File: src/rtl/ped_crossing_ctrl_if.sv
// ---------------------------------------------------------------------------
// ped_crossing_ctrl_if
//   Signal bundle between the traffic-light side (master: drives the light
//   code and the push button, observes the lamps) and the pedestrian crossing
//   controller (slave).
//
//   light_i       [2:0]      one-hot light code: 001 green, 010 yellow,
//                            100 red, 000 idle
//   ped_btn_i                pedestrian push button (level)
//   walk_o                   walk lamp
//   dont_walk_o              don't-walk lamp (toggles during flashing clearance)
//   flash_o                  high throughout the flashing clearance phase
//   countdown_o   [CNT_W-1:0] cycles remaining in the current walk/flash phase
//   req_pending_o            latched, not yet served pedestrian request
//   abort_o                  one-cycle pulse: walk sequence cut short
//   fault_o                  high while the controller is in its fault state
// ---------------------------------------------------------------------------
interface ped_crossing_ctrl_if #(
  parameter int CNT_W = 4
);
  logic [2:0]       light_i;
  logic             ped_btn_i;
  logic             walk_o;
  logic             dont_walk_o;
  logic             flash_o;
  logic [CNT_W-1:0] countdown_o;
  logic             req_pending_o;
  logic             abort_o;
  logic             fault_o;

  modport master (
    output light_i, ped_btn_i,
    input  walk_o, dont_walk_o, flash_o, countdown_o,
           req_pending_o, abort_o, fault_o
  );

  modport slave (
    input  light_i, ped_btn_i,
    output walk_o, dont_walk_o, flash_o, countdown_o,
           req_pending_o, abort_o, fault_o
  );
endinterface

File: src/rtl/ped_crossing_ctrl.sv
// ---------------------------------------------------------------------------
// ped_crossing_ctrl
//   Pedestrian crossing controller sitting downstream of the traffic-light
//   sequencer. Grants a WALK window only on the edge that first sees red
//   (with a request pending), follows it with a flashing clearance phase and
//   returns to DON'T WALK. Any multi-hot light code forces a safe FAULT state
//   that is left only once green is seen again.
//
// Ports
//   clk   rising-edge clock shared with the light sequencer
//   rst   asynchronous, active-high reset
//   bus   ped_crossing_ctrl_if.slave (light/button in, lamps and status out)
//
// Parameters
//   WALK_CYC   cycles the walk lamp is held     (1 .. 2**CNT_W)
//   FLASH_CYC  cycles of flashing clearance     (1 .. 2**CNT_W)
//   CNT_W      width of the countdown register
//
// Build option
//   PED_AUTO_WALK_EN  when defined, every red rising edge seen in STOP starts
//                     a walk cycle without a request; the request latch still
//                     sets and clears exactly as in the default build.
// ---------------------------------------------------------------------------
module ped_crossing_ctrl #(
  parameter int WALK_CYC  = 5,
  parameter int FLASH_CYC = 3,
  parameter int CNT_W     = 4
) (
  input  logic                  clk,
  input  logic                  rst,
  ped_crossing_ctrl_if.slave    bus
);

  typedef enum logic [1:0] {
    ST_STOP  = 2'd0,
    ST_WALK  = 2'd1,
    ST_FLASH = 2'd2,
    ST_FAULT = 2'd3
  } state_e;

  localparam logic [2:0]       LIGHT_GREEN = 3'b001;
  localparam logic [2:0]       LIGHT_RED   = 3'b100;
  // Countdown is loaded with N-1 so that 0 is the last cycle of the phase.
  localparam logic [CNT_W-1:0] WALK_LOAD   = CNT_W'(WALK_CYC - 1);
  localparam logic [CNT_W-1:0] FLASH_LOAD  = CNT_W'(FLASH_CYC - 1);

`ifdef PED_AUTO_WALK_EN
  localparam logic AUTO_WALK = 1'b1;
`else
  localparam logic AUTO_WALK = 1'b0;
`endif

  state_e           state_q, state_d;
  logic [2:0]       prev_light_q;
  logic [CNT_W-1:0] countdown_q, countdown_d;
  logic             req_pending_q, req_pending_d;
  logic             walk_q, walk_d;
  logic             dont_walk_q, dont_walk_d;
  logic             flash_q, flash_d;
  logic             abort_q, abort_d;
  logic             fault_q, fault_d;

  logic illegal;
  logic red_rise;
  logic walk_req;

  // x & (x-1) clears the lowest set bit; anything left means two or more
  // lamps are lit at once.
  assign illegal  = |(bus.light_i & (bus.light_i - 3'd1));
  assign red_rise = (bus.light_i == LIGHT_RED) && (prev_light_q != LIGHT_RED);
  assign walk_req = req_pending_q | bus.ped_btn_i | AUTO_WALK;

  // NOTE: every variable driven here gets a default before any branch, so no
  // path can leave one unassigned and infer a latch.
  always_comb begin
    state_d       = state_q;
    countdown_d   = countdown_q;
    req_pending_d = req_pending_q;
    walk_d        = 1'b0;
    dont_walk_d   = 1'b1;
    flash_d       = 1'b0;
    abort_d       = 1'b0;
    fault_d       = 1'b0;

    if (illegal) begin
      // Highest priority in every state; also suppresses any abort pulse.
      state_d       = ST_FAULT;
      countdown_d   = '0;
      req_pending_d = 1'b0;
      fault_d       = 1'b1;
    end else begin
      unique case (state_q)
        ST_STOP: begin
          countdown_d = '0;
          if (red_rise && walk_req) begin
            state_d       = ST_WALK;
            countdown_d   = WALK_LOAD;
            req_pending_d = 1'b0;
            walk_d        = 1'b1;
            dont_walk_d   = 1'b0;
          end else begin
            req_pending_d = req_pending_q | bus.ped_btn_i;
          end
        end

        ST_WALK: begin
          if (bus.light_i != LIGHT_RED) begin
            state_d     = ST_STOP;
            countdown_d = '0;
            abort_d     = 1'b1;
          end else if (countdown_q == '0) begin
            state_d     = ST_FLASH;
            countdown_d = FLASH_LOAD;
            flash_d     = 1'b1;
          end else begin
            countdown_d = countdown_q - 1'b1;
            walk_d      = 1'b1;
            dont_walk_d = 1'b0;
          end
        end

        ST_FLASH: begin
          if (bus.light_i != LIGHT_RED) begin
            state_d     = ST_STOP;
            countdown_d = '0;
            abort_d     = 1'b1;
          end else if (countdown_q == '0) begin
            state_d     = ST_STOP;
          end else begin
            // First flash cycle was entered with dont_walk=1 from WALK.
            countdown_d = countdown_q - 1'b1;
            flash_d     = 1'b1;
            dont_walk_d = ~dont_walk_q;
          end
        end

        ST_FAULT: begin
          countdown_d   = '0;
          req_pending_d = 1'b0;
          if (bus.light_i == LIGHT_GREEN) begin
            state_d = ST_STOP;
          end else begin
            fault_d = 1'b1;
          end
        end

        default: begin
          state_d     = ST_STOP;
          countdown_d = '0;
        end
      endcase
    end
  end

  // NOTE: state registers use non-blocking assignments so every flop samples
  // the values from before the edge, independent of statement order.
  always_ff @(posedge clk or posedge rst) begin
    if (rst) begin
      state_q       <= ST_STOP;
      prev_light_q  <= 3'b000;
      countdown_q   <= '0;
      req_pending_q <= 1'b0;
      walk_q        <= 1'b0;
      dont_walk_q   <= 1'b1;
      flash_q       <= 1'b0;
      abort_q       <= 1'b0;
      fault_q       <= 1'b0;
    end else begin
      state_q       <= state_d;
      prev_light_q  <= bus.light_i;
      countdown_q   <= countdown_d;
      req_pending_q <= req_pending_d;
      walk_q        <= walk_d;
      dont_walk_q   <= dont_walk_d;
      flash_q       <= flash_d;
      abort_q       <= abort_d;
      fault_q       <= fault_d;
    end
  end

  assign bus.walk_o        = walk_q;
  assign bus.dont_walk_o   = dont_walk_q;
  assign bus.flash_o       = flash_q;
  assign bus.countdown_o   = countdown_q;
  assign bus.req_pending_o = req_pending_q;
  assign bus.abort_o       = abort_q;
  assign bus.fault_o       = fault_q;

endmodule

File: src/flat_wrapper.sv
// flat-port wrapper written by rule: the top's interface ports become plain ports
module ped_crossing_ctrl_flat 
#(
  parameter int WALK_CYC  = 5,
  parameter int FLASH_CYC = 3,
  parameter int CNT_W     = 4
)
  (clk, rst, bus_light_i, bus_ped_btn_i, bus_walk_o, bus_dont_walk_o, bus_flash_o, bus_countdown_o, bus_req_pending_o, bus_abort_o, bus_fault_o);
  ped_crossing_ctrl_if #(.CNT_W(CNT_W)) bus_i ();
  input  logic clk;
  input  logic rst;
  input wire logic [$bits(bus_i.light_i)-1:0] bus_light_i;
  input wire logic [$bits(bus_i.ped_btn_i)-1:0] bus_ped_btn_i;
  output wire logic [$bits(bus_i.walk_o)-1:0] bus_walk_o;
  output wire logic [$bits(bus_i.dont_walk_o)-1:0] bus_dont_walk_o;
  output wire logic [$bits(bus_i.flash_o)-1:0] bus_flash_o;
  output wire logic [$bits(bus_i.countdown_o)-1:0] bus_countdown_o;
  output wire logic [$bits(bus_i.req_pending_o)-1:0] bus_req_pending_o;
  output wire logic [$bits(bus_i.abort_o)-1:0] bus_abort_o;
  output wire logic [$bits(bus_i.fault_o)-1:0] bus_fault_o;
  assign bus_i.light_i = bus_light_i;
  assign bus_i.ped_btn_i = bus_ped_btn_i;
  assign bus_walk_o = bus_i.walk_o;
  assign bus_dont_walk_o = bus_i.dont_walk_o;
  assign bus_flash_o = bus_i.flash_o;
  assign bus_countdown_o = bus_i.countdown_o;
  assign bus_req_pending_o = bus_i.req_pending_o;
  assign bus_abort_o = bus_i.abort_o;
  assign bus_fault_o = bus_i.fault_o;
  ped_crossing_ctrl #(.WALK_CYC(WALK_CYC), .FLASH_CYC(FLASH_CYC), .CNT_W(CNT_W)) u_core (.clk(clk), .rst(rst), .bus(bus_i));
endmodule
File: config.mk
export PLATFORM = sky130hd
export DESIGN_NAME = ped_crossing_ctrl_flat
export DESIGN_NICKNAME = d
export VERILOG_FILES = /design/src/rtl/ped_crossing_ctrl_if.sv /design/src/rtl/ped_crossing_ctrl.sv /design/src/flat_wrapper.sv
export SDC_FILE = /design/constraint.sdc
export NUM_CORES = 1
export LEC_CHECK = 0
export CORE_UTILIZATION = 55
export DETAILED_ROUTE_END_ITERATION = 10
export DONT_BUFFER_PORTS = 1
export PLACE_DENSITY_LB_ADDON = 0.05
export SYNTH_ARGS = -nofsm -noshare
export SYNTH_HDL_FRONTEND = slang
export SYNTH_SLANG_ARGS = --single-unit
File: constraint.sdc
create_clock -name clk -period 4.4 [get_ports clk]
set_input_delay 0.66 -clock clk [delete_from_list [all_inputs] [get_ports clk]]
set_output_delay 0.66 -clock clk [all_outputs]
set_load 0.01 [all_outputs]
* After elaboration in Yosys (flattened, before gate mapping)
Index checks and enable logic that the tools add are counted.
Word-level totals: bits of input ports 6, logic and storage cells 73, flip-flop bits (word level) 15, output and inout port bits 10
Operators by class: eq/ne operators 12, add/sub/neg operators 2, bitwise logic cells 3, muxes and demuxes 39, reduce and logical (&&, ||, !) cells 8
Operator list (number):
- two-way mux 1 bit | 20
- two-way mux 4 bit | 5
- one-hot mux 4 bit (4 select lines) | 1
- two-way mux 2 bit | 7
- != test 4 x 1 -> 1 bit (second input constant) | 2
- one-hot mux 2 bit (4 select lines) | 1
- != test 3 x 1 -> 1 bit (second input constant) | 2
- != test 3 bit (second input constant) | 2
- one-hot mux 1 bit (2 select lines) | 3
- equality test 2 bit (second input constant) | 2
- zero test 4 bit | 1
- != test 4 x 2 -> 1 bit (second input constant) | 1
- AND reduction 4 bit | 1
- subtractor 4 x 1 -> 4 bit (second input constant) | 1
- bitwise AND 3 bit | 1
- equality test 3 x 1 -> 1 bit (second input constant) | 1
- equality test 3 bit (second input constant) | 1
- two-way mux 3 bit | 1
- one-hot mux 1 bit (3 select lines) | 1
- nonzero test 3 bit | 1
- OR reduction 3 bit | 1
- subtractor 3 x 1 -> 3 bit (second input constant) | 1
- equality test 2 x 1 -> 1 bit (second input constant) | 1
- logical AND 1 bit | 2
- 4 further kinds | 4

* Logic depth before layout (Yosys ltp)
depth in word-level cells 6, gate-level depth with buffers 6, depth with buffers taken out 6

* Least setup slack after synthesis
Ideal clock, no wire load.
path type input-to-reg, from input port bus_light_i[1], to register u_core.state_q[0], setup slack 2252 ps, stages on the path 5, library setup time 121 ps, data arrival time 2027 ps, cells stage by stage or3b_1 > buf_6 > o31a_1 > or3_1 > o22a_1
Between the ends: word-level cells in the longest chain between the ends 5, elaborated cells between the ends (all ways) 17, classes of those cells add/sub (1); eq/ne (7); mux (4); bitwise (1); reduce/logical (4)
RTL lines:
- start, declared | line flat_wrapper.sv:12 | input wire logic [$bits(bus_i.light_i)-1:0] bus_light_i;
- subtractor 3 x 1 -> 3 bit / equality test 3 bit (equally long branches) | line ped_crossing_ctrl.sv:69, ped_crossing_ctrl.sv:70
- bitwise AND 3 bit / logical AND 1 bit (equally long branches) | line ped_crossing_ctrl.sv:69, ped_crossing_ctrl.sv:70
- OR reduction 3 bit / logical AND 1 bit (equally long branches) | line ped_crossing_ctrl.sv:69, ped_crossing_ctrl.sv:95
- != test 4 x 1 -> 1 bit (no line) / != test 3 x 1 -> 1 bit (equally long branches)
- AND reduction 4 bit (no line)
- end signal, assigned | line ped_crossing_ctrl.sv:169 | state_q <= state_d;
- end, declared | line ped_crossing_ctrl.sv:53 | state_e state_q, state_d;
Parallel ways exist; a longest one is shown, timed or not. A chain may end at the register's enable or synchronous reset.

* Worst setup path after layout
from register u_core.countdown_q[0], in the netlist u_core.bus.countdown_o[0], to register u_core.state_q[1]
Between the ends: word-level cells in the longest chain between the ends 3, elaborated cells between the ends (all ways) 4, classes of those cells eq/ne (2); reduce/logical (2)
RTL lines:
- start, declared | line ped_crossing_ctrl.sv:55 | logic [CNT_W-1:0] countdown_q, countdown_d;
- start signal, assigned | line ped_crossing_ctrl.sv:171 | countdown_q <= countdown_d;
- zero test 4 bit (*) | line ped_crossing_ctrl.sv:111, ped_crossing_ctrl.sv:127
- != test 4 x 1 -> 1 bit (no line)
- AND reduction 4 bit (no line) (*)
Every way passes the cells marked *; elsewhere a longest branch is shown, timed or not.

==> results.md <==
- Sequential share of the synthesized area: 0.461
- Crit share post-route: 0.502
- Yosys reg bits: 15
- Commonest non-fill, non-tap cell in the layout: dfrtp_1
- Ant. Diodes: 0
- Routing usage on met2: 0.282
- Final Critical Period: 2.21 ns
- Post_cts resized: 0
- PwrDens: 540 nW/um^2
- Worst VDD drop: around 0.29 mV
- IO buf count: 0
- Htree depth: 1
- CTS tree: built
- First-pass GRT wire length: 2210 um
- Syn Nets: 91
- Critical Path Source: u_core.bus.countdown_o[0]
- Grt met1 use: 0.296
- Met3 Use GR: 0.0778
- CP endpoint kind: flop
- I/O Pins: 16
- Final non-filler cell area: about 850 um^2
- DPL Wire Length: 1050 um
- Final-report hold violation count: 0
- Fmax: about 0.45 GHz
- Die height: 40.5 um
- DP Area: 825 um^2
- Layout overhead on the synthesized area: 4.59%
- Final setup viols: 0
- Commonest cells after routing, fill and taps aside: dfrtp_1, inv_1, ha_1
- Core Rows: 13
- Iteration-0 DRC Markers: 34
- Req. time, crit path: 4.58 ns
- Hold Crit Class: in2async
- Max clock buf depth: 2
- Launch point of the worst reg-to-reg path: u_core.bus.countdown_o[0]
- Yosys cell types: 35
- Mapped Area: 817 um^2
- Status: finished, final reports clean
- Initial antenna violation count: 0
- # hold bufs at CTS: 0
- Total gr overflow: 0
- Clk pin slew, worst setup/hold paths: 0.10 ns
- Synth warn: 0
- Post-route setup TNS: 0 ns
- Startpoint types: flop
- Initial core utilization: 0.613
- Max_slew headroom: 0.477
- Layout cell share with drive strength beyond 1: 0.110
- Final Max Slew Viols: 0
- Final nets: 95
- Routed len/inst: 14.8 um
- Drc violations: 0
- # clock sinks: 15
- Vias per inst: 6.21
- Clock latency on the worst-skew pair: 0.30 ns
- Gpl congestion: 0.735
- RSZ-0062 raised after global routing: no
- Critical path type: reg2reg
- Critical path arrival: 2.39 ns
- FF-to-FF path depth: 6
- Die Area: ~1600 um^2
- Largest net degree at the start of global routing: 16
- Mapped Cells: 79
- Total track usage: 0.211
- P_leak: 0.368 nW
- Number of global-route vias before repair: roughly 480
- Slew at the pin closest to its max-slew limit: 0.783 ns
- Layout Skew: 0.00857 ns
- TritonCTS Buffers: 3
- Mean Syn Cell Area: ~10 um^2
- Critical Path End: u_core.state_q[1]
- MaxCap Viol Count: 0
- Grt peak-use layer: met1
- CP Max Fanout: 7
- Routed wire length: 1440 um
- Post-route ant nets: 0
- Pre-antenna DRT Iters: 6
- Reg2reg end: u_core.state_q[1]
- CORE AREA: 1330 um^2
- Clk root buf: clkbuf_4
- Post-CTS Setup Bufs: 0
- Setup slack, reg-to-reg: 2.19 ns
- Detailed-route via count: 602
- Die Width: 40.5 um
through the flow:
stage	hold slack [ns]	instances	util	setup WS (ns)	power, W
floorplan	0.533	79	-	2.25	0.000343
global placement	0.565	93	0.618	2.18	0.000378
detailed placement	0.571	93	0.618	2.15	0.000383
CTS	0.306	97	0.641	2.17	0.000465
global route	0.337	97	0.641	2.05	0.000498
finish	0.286	97	0.641	2.19	0.000462
power by group:
group | leakage [nW] | switching [W] | total, W | internal, W
combinational | 0.165 | 0.000101 | 0.000177 | 0.0000768
clock | 0.0139 | 0.0000487 | 0.0000833 | 0.0000347
sequential | 0.189 | 0.0000316 | 0.000201 | 0.000170
total | 0.368 | 0.000181 | 0.000462 | 0.000281
registers in the layout (all words and copies together) (netlist names):
name	flops
u_core.bus.abort_o	1
u_core.state_q	2
u_core.bus.walk_o	1
u_core.bus.flash_o	1
u_core.prev_light_q	3
u_core.bus.countdown_o	4
u_core.bus.req_pending_o	1
u_core.bus.dont_walk_o	1
u_core.bus.fault_o	1
routing by layer:
metal / share of wire / up-vias
met2: 0.42 / 16
met5: 0 / -
li1: - / 292
met4: 0.0076 / 0
met1: 0.53 / 292
met3: 0.040 / 2
cell families after synthesis:
logic type | after synthesis | synth area share
xor gates and xnor gates | 2 | 0.0214
DFF | 15 | 0.461
buffers and inverters | 7 | 0.0413
muxes | 1 | 0.0123
and+or+nand+nor | 31 | 0.217
AOI/OAI and AO/OA | 16 | 0.142
adders and majority gates | 7 | 0.104
cell type report:
cell class / count / area, um^2
Tap cell: 15 / 18.8
Fill cell: 118 / 479
Sequential cell: 15 / 377
Inverter: 6 / 22.5
Clock inverter: 1 / 7.51
Clock buffer: 3 / 22.5
Multi-Input combinational cell: 57 / 407
worst min-delay path by stage:
stage / from / end / slack, ns / cells after the start
CTS: rst / u_core.bus.req_pending_o / 0.31 / 1
global placement: u_core.state_q[0] / u_core.state_q[0] / 0.57 / 1
global route: rst / u_core.bus.req_pending_o / 0.34 / 1
detailed placement: u_core.state_q[1] / u_core.state_q[1] / 0.57 / 1
finish: rst / u_core.bus.abort_o / 0.29 / 1
floorplan: u_core.state_q[1] / u_core.state_q[1] / 0.53 / 1
Yosys cell counts, drive strengths merged:
master	count	area (um^2)
o21bai	1	7.51
nor2	5	18.8
xor2	1	8.76
a31oi	2	12.5
inv	6	22.5
nand2	3	11.3
or3b	2	17.5
a21oi	4	20.0
o32a	1	11.3
dfstp	1	26.3
ha	6	75.1
nor3b	3	22.5
nor3	4	20.0
a211oi	2	15.0
buf	1	11.3
a221oi	1	8.76
a22oi	1	7.51
nand2b	1	6.26
or3	4	25.0
o31a	1	8.76
xnor2	1	8.76
nand3b	1	7.51
and2	2	13.8
dfrtp	14	350
mux2i	1	10.0
nor2b	1	6.26
o22a	2	17.5
nand3	2	10.0
nor4	1	6.26
maj3	1	10.0
a21o	1	7.51
or2	2	12.5
critical path, stage by stage (launching register included):
cell,delay [ns]
dfrtp_1,0.46
inv_1,0.11
ha_1,0.15
nor3b_1,0.65
nor3_1,0.15
or3_1,0.40
o22a_1,0.19
Note: power is estimated with default switching activity, not from simulation.
